## src/rtl/sram_sp_if.sv

```systemverilog
// Bus between the FIFO control logic and its single-port storage array.
interface sram_sp_if #(
    parameter int unsigned DATA_WIDTH = 32,
    parameter int unsigned ADDR_WIDTH = 4
);
    logic [ADDR_WIDTH-1:0] addr_i;
    logic [DATA_WIDTH-1:0] wdata_i;
    logic                  we_i;
    logic [DATA_WIDTH-1:0] rdata_o;
    logic                  ready_o;
    logic                  addr_err_o;

    modport master (
        output addr_i, wdata_i, we_i,
        input  rdata_o, ready_o, addr_err_o
    );

    modport slave (
        input  addr_i, wdata_i, we_i,
        output rdata_o, ready_o, addr_err_o
    );
endinterface

```

## src/rtl/sram_sp.sv

```systemverilog
// Single-port synchronous SRAM, cleared word by word after every reset before
// it accepts traffic; optional output register and read-during-write policy.
module sram_sp #(
    parameter int unsigned DATA_WIDTH  = 32,
    parameter int unsigned DEPTH       = 16,
    parameter int unsigned ADDR_WIDTH  = (DEPTH > 2) ? $clog2(DEPTH) : 1,
    parameter int unsigned OUT_REG     = 0,
    parameter int unsigned RD_NEW_DATA = 0
) (
    input  logic           clk,
    input  logic           rst,
    sram_sp_if.slave       bus
);
    typedef enum logic {
        ST_INIT,
        ST_READY
    } state_e;

    localparam logic [ADDR_WIDTH-1:0] LAST_ADDR = ADDR_WIDTH'(DEPTH - 1);

    state_e                state_q, state_d;
    logic [ADDR_WIDTH-1:0] cnt_q, cnt_d;
    logic [DATA_WIDTH-1:0] mem [DEPTH];

    logic                  mem_we;
    logic [ADDR_WIDTH-1:0] mem_waddr;
    logic [DATA_WIDTH-1:0] mem_wdata;
    logic                  in_range;

    logic [DATA_WIDTH-1:0] rd_data_d, rd_data_q;
    logic                  rd_err_d, rd_err_q;

    assign in_range = (32'(bus.addr_i) < DEPTH);

    always_comb begin
        state_d   = state_q;
        cnt_d     = cnt_q;
        mem_we    = 1'b0;
        mem_waddr = bus.addr_i;
        mem_wdata = bus.wdata_i;
        rd_data_d = '0;
        rd_err_d  = 1'b0;
        unique case (state_q)
            ST_INIT: begin
                // Clear sequencer owns the write port; user traffic is ignored.
                mem_we    = 1'b1;
                mem_waddr = cnt_q;
                mem_wdata = '0;
                cnt_d     = cnt_q + 1'b1;
                if (cnt_q == LAST_ADDR) begin
                    state_d = ST_READY;
                end
            end
            ST_READY: begin
                mem_we = bus.we_i && in_range;
                if (!in_range) begin
                    rd_err_d = 1'b1;
                end else if ((RD_NEW_DATA != 0) && bus.we_i) begin
                    rd_data_d = bus.wdata_i;
                end else begin
                    rd_data_d = mem[bus.addr_i];
                end
            end
            default: state_d = ST_INIT;
        endcase
    end

    always_ff @(posedge clk) begin
        if (rst) begin
            state_q   <= ST_INIT;
            cnt_q     <= '0;
            rd_data_q <= '0;
            rd_err_q  <= 1'b0;
        end else begin
            state_q   <= state_d;
            cnt_q     <= cnt_d;
            rd_data_q <= rd_data_d;
            rd_err_q  <= rd_err_d;
        end
    end

    // Array itself is never reset; the clear sequencer zeroes it instead.
    always_ff @(posedge clk) begin
        if (!rst && mem_we) begin
            mem[mem_waddr] <= mem_wdata;
        end
    end

    if (OUT_REG != 0) begin : g_out_reg
        logic [DATA_WIDTH-1:0] out_data_q;
        logic                  out_err_q;

        always_ff @(posedge clk) begin
            if (rst) begin
                out_data_q <= '0;
                out_err_q  <= 1'b0;
            end else begin
                out_data_q <= rd_data_q;
                out_err_q  <= rd_err_q;
            end
        end

        assign bus.rdata_o    = out_data_q;
        assign bus.addr_err_o = out_err_q;
    end else begin : g_no_out_reg
        assign bus.rdata_o    = rd_data_q;
        assign bus.addr_err_o = rd_err_q;
    end

    assign bus.ready_o = (state_q == ST_READY);

endmodule

```

## src/flat_wrapper.sv

```systemverilog
// flat-port wrapper written by rule: the top's interface ports become plain ports
module sram_sp_flat 
#(
    parameter int unsigned DATA_WIDTH  = 32,
    parameter int unsigned DEPTH       = 16,
    parameter int unsigned ADDR_WIDTH  = (DEPTH > 2) ? $clog2(DEPTH) : 1,
    parameter int unsigned OUT_REG     = 0,
    parameter int unsigned RD_NEW_DATA = 0
)
  (clk, rst, bus_addr_i, bus_wdata_i, bus_we_i, bus_rdata_o, bus_ready_o, bus_addr_err_o);
  sram_sp_if #(.DATA_WIDTH(DATA_WIDTH), .ADDR_WIDTH(ADDR_WIDTH)) bus_i ();
  input  logic clk;
  input  logic rst;
  input wire logic [$bits(bus_i.addr_i)-1:0] bus_addr_i;
  input wire logic [$bits(bus_i.wdata_i)-1:0] bus_wdata_i;
  input wire logic [$bits(bus_i.we_i)-1:0] bus_we_i;
  output wire logic [$bits(bus_i.rdata_o)-1:0] bus_rdata_o;
  output wire logic [$bits(bus_i.ready_o)-1:0] bus_ready_o;
  output wire logic [$bits(bus_i.addr_err_o)-1:0] bus_addr_err_o;
  assign bus_i.addr_i = bus_addr_i;
  assign bus_i.wdata_i = bus_wdata_i;
  assign bus_i.we_i = bus_we_i;
  assign bus_rdata_o = bus_i.rdata_o;
  assign bus_ready_o = bus_i.ready_o;
  assign bus_addr_err_o = bus_i.addr_err_o;
  sram_sp #(.DATA_WIDTH(DATA_WIDTH), .DEPTH(DEPTH), .ADDR_WIDTH(ADDR_WIDTH), .OUT_REG(OUT_REG), .RD_NEW_DATA(RD_NEW_DATA)) u_core (.clk(clk), .rst(rst), .bus(bus_i));
endmodule
```

## config.mk

```make
export PLATFORM = sky130hd
export DESIGN_NAME = sram_sp_flat
export DESIGN_NICKNAME = d
export VERILOG_FILES = /design/src/rtl/sram_sp_if.sv /design/src/rtl/sram_sp.sv /design/src/flat_wrapper.sv
export SDC_FILE = /design/constraint.sdc
export NUM_CORES = 1
export LEC_CHECK = 0
export BUFFER_PORTS_ARGS = -buffer_cell sky130_fd_sc_hd__buf_2
export CAP_MARGIN = 20
export CORE_MARGIN = 5
export CORE_UTILIZATION = 38
export CTS_CLUSTER_DIAMETER = 80
export DETAILED_ROUTE_END_ITERATION = 7
export HOLD_SLACK_MARGIN = 0.1
export MAX_ROUTING_LAYER = met4
export PLACE_DENSITY = 0.51
export SKIP_LAST_GASP = 1
export SLEW_MARGIN = 15
export SYNTH_ARGS = -nofsm -noshare
export SYNTH_HDL_FRONTEND = slang
export SYNTH_SLANG_ARGS = --single-unit
```

## constraint.sdc

```tcl
create_clock -name clk -period 4.8 [get_ports clk]
set_input_delay 0.96 -clock clk [delete_from_list [all_inputs] [get_ports clk]]
set_output_delay 0.96 -clock clk [all_outputs]
set_load 0.005 [all_outputs]
```

After elaboration in Yosys (flattened, before gate mapping)
Memories as Yosys holds them, arrays and structs flattened. A register that Yosys moved wholly into a read port is not among the register bits.
Index checks and enable logic that the tools add are counted.
Word-level totals
  word-level logic and storage cells: 16
  register bits after elaboration: 5
  output and inout port bits: 34
  RAM bits: 512
  memories kept: 1
  input port bits: 39
Cells by class
  muxes and demuxes: 7
  eq/ne operators: 1
  add/sub/neg operators: 1
  reduce and logical (&&, ||, !) cells: 3
  bitwise logic cells: 1
Memory list
  u_core.mem: depth 16, bits a word 32, rd ports 1, clocked after memory_dff 1, wr ports 1, line sram_sp.sv:23  | logic [DATA_WIDTH-1:0] mem [DEPTH];
Operators by type and width (count)
  2-to-1 mux 32 bit: 1
  adder 4 x 1 -> 4 bit (second input constant): 1
  == test 4 bit (second input constant): 1
  2-to-1 mux 1 bit: 4
  2-to-1 mux 4 bit: 1
  case mux 1 bit (2 select lines): 1
  OR reduction 2 bit: 1
  logical AND 1 bit: 1
  zero test 1 bit: 1
  NOT 1 bit: 1

Logic depth before layout (Yosys ltp)
  depth in word-level cells: 5
  depth in mapped cells: 7
  gate-level depth less buffers: 4

Worst setup path after synthesis
OpenSTA, ideal clock, no wires.
  path kind: in2reg
  from: input port bus_addr_i[2]
  to: memory u_core.mem[14][0] (enable)
  arrival: 3109 ps
  setup time: 421 ps
  buffers on the path: 2
  stages on the path: 5
  required time: 4379 ps
  setup slack: 1270 ps
  cells stage by stage: buf_4 > clkbuf_1 > a31o_2 > nand2_1 > nor2_1
Between the ends
  word-level cells in the longest chain between the ends: 1
RTL lines
  start: declaration: line flat_wrapper.sv:14  | input wire logic [$bits(bus_i.addr_i)-1:0] bus_addr_i;
  2-to-1 mux 4 bit: line sram_sp.sv:43  | unique case (state_q)
  end: declaration: line sram_sp.sv:23
No other way between the ends.

Worst setup path after layout
  from: register u_core.state_q, in the netlist u_core.bus.ready_o
  to: memory u_core.mem[14][4] (enable)
Between the ends
  word-level cells in the longest chain between the ends: 5
  elaborated cells between the ends (all ways): 6
  those cells by class: mux (4); bitwise (1); reduce/logical (1)
RTL lines
  start: declaration: line sram_sp.sv:21  | state_e state_q, state_d;
  start signal: assignment: line sram_sp.sv:75  | state_q <= state_d;
  NOT 1 bit
  case mux 1 bit (2 select lines): line sram_sp.sv:43
  logical AND 1 bit: line sram_sp.sv:84  | if (!rst && mem_we) begin
  2-to-1 mux 1 bit: line sram_sp.sv:84
  2-to-1 mux 1 bit (not written as such): line sram_sp.sv:85  | mem[mem_waddr] <= mem_wdata;
Several ways; a longest one is shown, not always the timed one.

==> run metrics <==
nets 1,295; crit end category flip-flop; CP peak stage delay 0.73 ns; DRT antenna net count 0; worst hold path startpoint u_core.cnt_q[2]; Clk Latency, worst-skew pair 0.60 ns; Final setup viols 0; Post-Synthesis Cells 1,165; placed cells 1,899; Initial DRT Pass Iterations 6; overall global routing resource usage 16.8%; share of cells above drive strength 1 17.1%; Congestion Overflow GR 0; WP data required 5.07 ns; hold buffer count at cts 0; mapped cell area 21,000 µm²; clk sinks 549; width of the chip 245 µm; critical path's slowest cell nor2_4; PortBufs 71; Final Critical Period 3.09 ns; fin crit share 64.4%; Mean Syn Cell Area 18.0 µm²; vias in the first global route 10,900; Hold Path Class flip-flop to flip-flop; Achievable Freq 0.323 GHz; Die ar. 60,100 µm²; setup tns final 0 ns; Reg area 16,100 µm²; RSZ-0062 raised after global routing no; kind of critical path flip-flop to flip-flop; Initial Util 38.3%; CP Launch Type flip-flop; routability cong. 0.736; DPL Wire Length 27,900 µm; max cap viols 0; vias per cell 5.26; Synth area leader edfxtp_1; Area Overhead vs Synth 14.4%; Antenna Cells 0; Core Region 54,900 µm²; delay-heaviest family, CP simple AND/OR/NAND/NOR gates; measured slew at the worst slew-check pin 1.10 ns; Worst Path Arrival 3.37 ns; maximum vdd drop 0.000285 V; cell leakage power 8.86 nW; Top cell by count, worst path buf_4; Remaining DRCs 0; pin count of the biggest net entering global routing 101; status finished clean; Root Buffer clkbuf_16; syn_nets 1,205; standard-cell rows 86; top cell type's share of synthesized area 73.2%; wire length per cell 24.7 µm; WHS 0.562 ns; Finished Layout Cells 2,005; async set-reset flop share out of synthesis 0%; CP startpoint u_core.bus.ready_o; clk slew on worst S/H paths 0.06 ns; Top FF cell, synth edfxtp_1; Inserted Clock Buffers 56; initial antenna violation count 1; Post-CTS Setup Bufs 0; IO Pins 73; fillers 4,850; reg-to-reg critical path startpoint u_core.bus.ready_o; Slew Viols, Final 0; Max FO, Critical Path 34; clock skew 0.0115 ns; # H-tree levels 2; Total Power 0.00976 W; Total Wirelength 49,600 µm; Clock Tree Buf Depth 3; synth warn 0; Netlist cell types 36; CTS tree done; Buf/Inv on CP 2; Seq cells post-synth 549; register area share after synthesis 76.7%; Post-synth EDFFs 512; Hold Vio Cnt, Final 0; Die Ht 245 µm; first-pass GRT wire length 73,000 µm; PD cells 406 nW/µm²; worst rel slew slack 26.6%; footprint of the multi-input gates 4580 µm²; worst path cell trace buf_4 > a31o_2 > nand2_1 > nor2_4 > buf_4; top post-synthesis cells by area edfxtp_1 73%, mux2i_1 11%, a22oi_1 3.7%; via count 10,500; post-cts gate resize count 0; DR iter-0 viols 845
## report_power, final
part | internal (W) | switching [W] | leakage, nW | total (W)
sequential | 0.00522 | 0.0000159 | 5.32 | 0.00523
clock | 0.00238 | 0.00176 | 0.872 | 0.00414
combinational | 0.000140 | 0.000244 | 2.67 | 0.000384
total | 0.00774 | 0.00202 | 8.86 | 0.00976
## layout by cell type (no fill, tap or decap), drive strengths merged, types with 24 or more instances in the layout
cell / n
a22oi: 104
edfxtp: 512
o21ai: 24
nand2: 57
clkbuf: 80
dfxtp: 37
and2: 33
buf: 102
nor2: 25
mux2i: 234
## Yosys cell counts (all sizes together) (2+ instances only)
master / instances
mux2i: 234
inv: 2
nor2: 25
a221oi: 12
o21ai: 24
a22oi: 104
xor2: 2
o22ai: 20
clkbuf: 23
buf: 47
edfxtp: 512
a31oi: 4
and2: 33
dfxtp: 37
nand2: 57
mux4: 12
nor2b: 5
## area by class of cell
| type | count | share of cell area [%] |
|---|---|---|
| clock buffer | 80 | 6.54 |
| inverter | 2 | 0.0312 |
| timing repair buffer | 102 | 2.94 |
| tap | 704 | 3.67 |
| sequential | 549 | 67.1 |
| multi-input combinational | 544 | 19.0 |
| clock inverter | 24 | 0.718 |
## logic make-up after synthesis
| group | Yosys count | synth area share [%] |
|---|---|---|
| XOR/XNOR | 3 | 0.125 |
| AND/OR/NAND/NOR | 126 | 2.80 |
| buffers and inverters | 72 | 2.16 |
| flip-flops | 549 | 76.7 |
| multiplexers | 246 | 12.4 |
| other | 1 | 0.0179 |
| AO/OA/AOI/OAI | 167 | 5.67 |
| adder cells (fa/ha/maj) | 1 | 0.0596 |
## per-layer routing
metal  GRT usage, %  vias up  share of wire, %
met1           22.6     5421                45
met3           2.45       77               4.2
met5              -        -                 0
li1               -     4796                 -
met4           4.52        0               2.3
met2           27.2      243                49
## metrics by stage
| stage | setup WS [ns] | cell area, µm² | utilization (%) |
|---|---|---|---|
| 6_report | 1.71 | 24000 | 43.8 |
| 5_1_grt | 1.55 | 24000 | 43.8 |
| 4_1_cts | 1.63 | 24000 | 43.7 |
| 3_5_place_dp | 1.21 | 22200 | 40.5 |
| 3_3_place_gp | 1.28 | 22200 | 40.5 |
| 2_1_floorplan | 1.27 | 21000 | - |
## worst min-delay path, cell delays in order, from the launching register on
cell	delay, ns
dfxtp_1	0.37
xnor2_1	0.08
nor2_1	0.08
## worst paths after layout
check                                    endpoint  slack, ns  cells past startpoint
worst min-delay path              u_core.cnt_q[2]       0.56                      2
worst max-delay path            u_core.mem[14][4]       1.71                      5
worst max register to register  u_core.mem[14][4]       1.71                      5
worst min register to register    u_core.cnt_q[2]       0.56                      2
## sequential cells by signal (all words and copies together), names as in the netlist
signal and count:
u_core.bus.rdata_o 32, u_core.mem 512, u_core.cnt_q 4, u_core.bus.ready_o 1
Power figures use the tool's default switching activity.
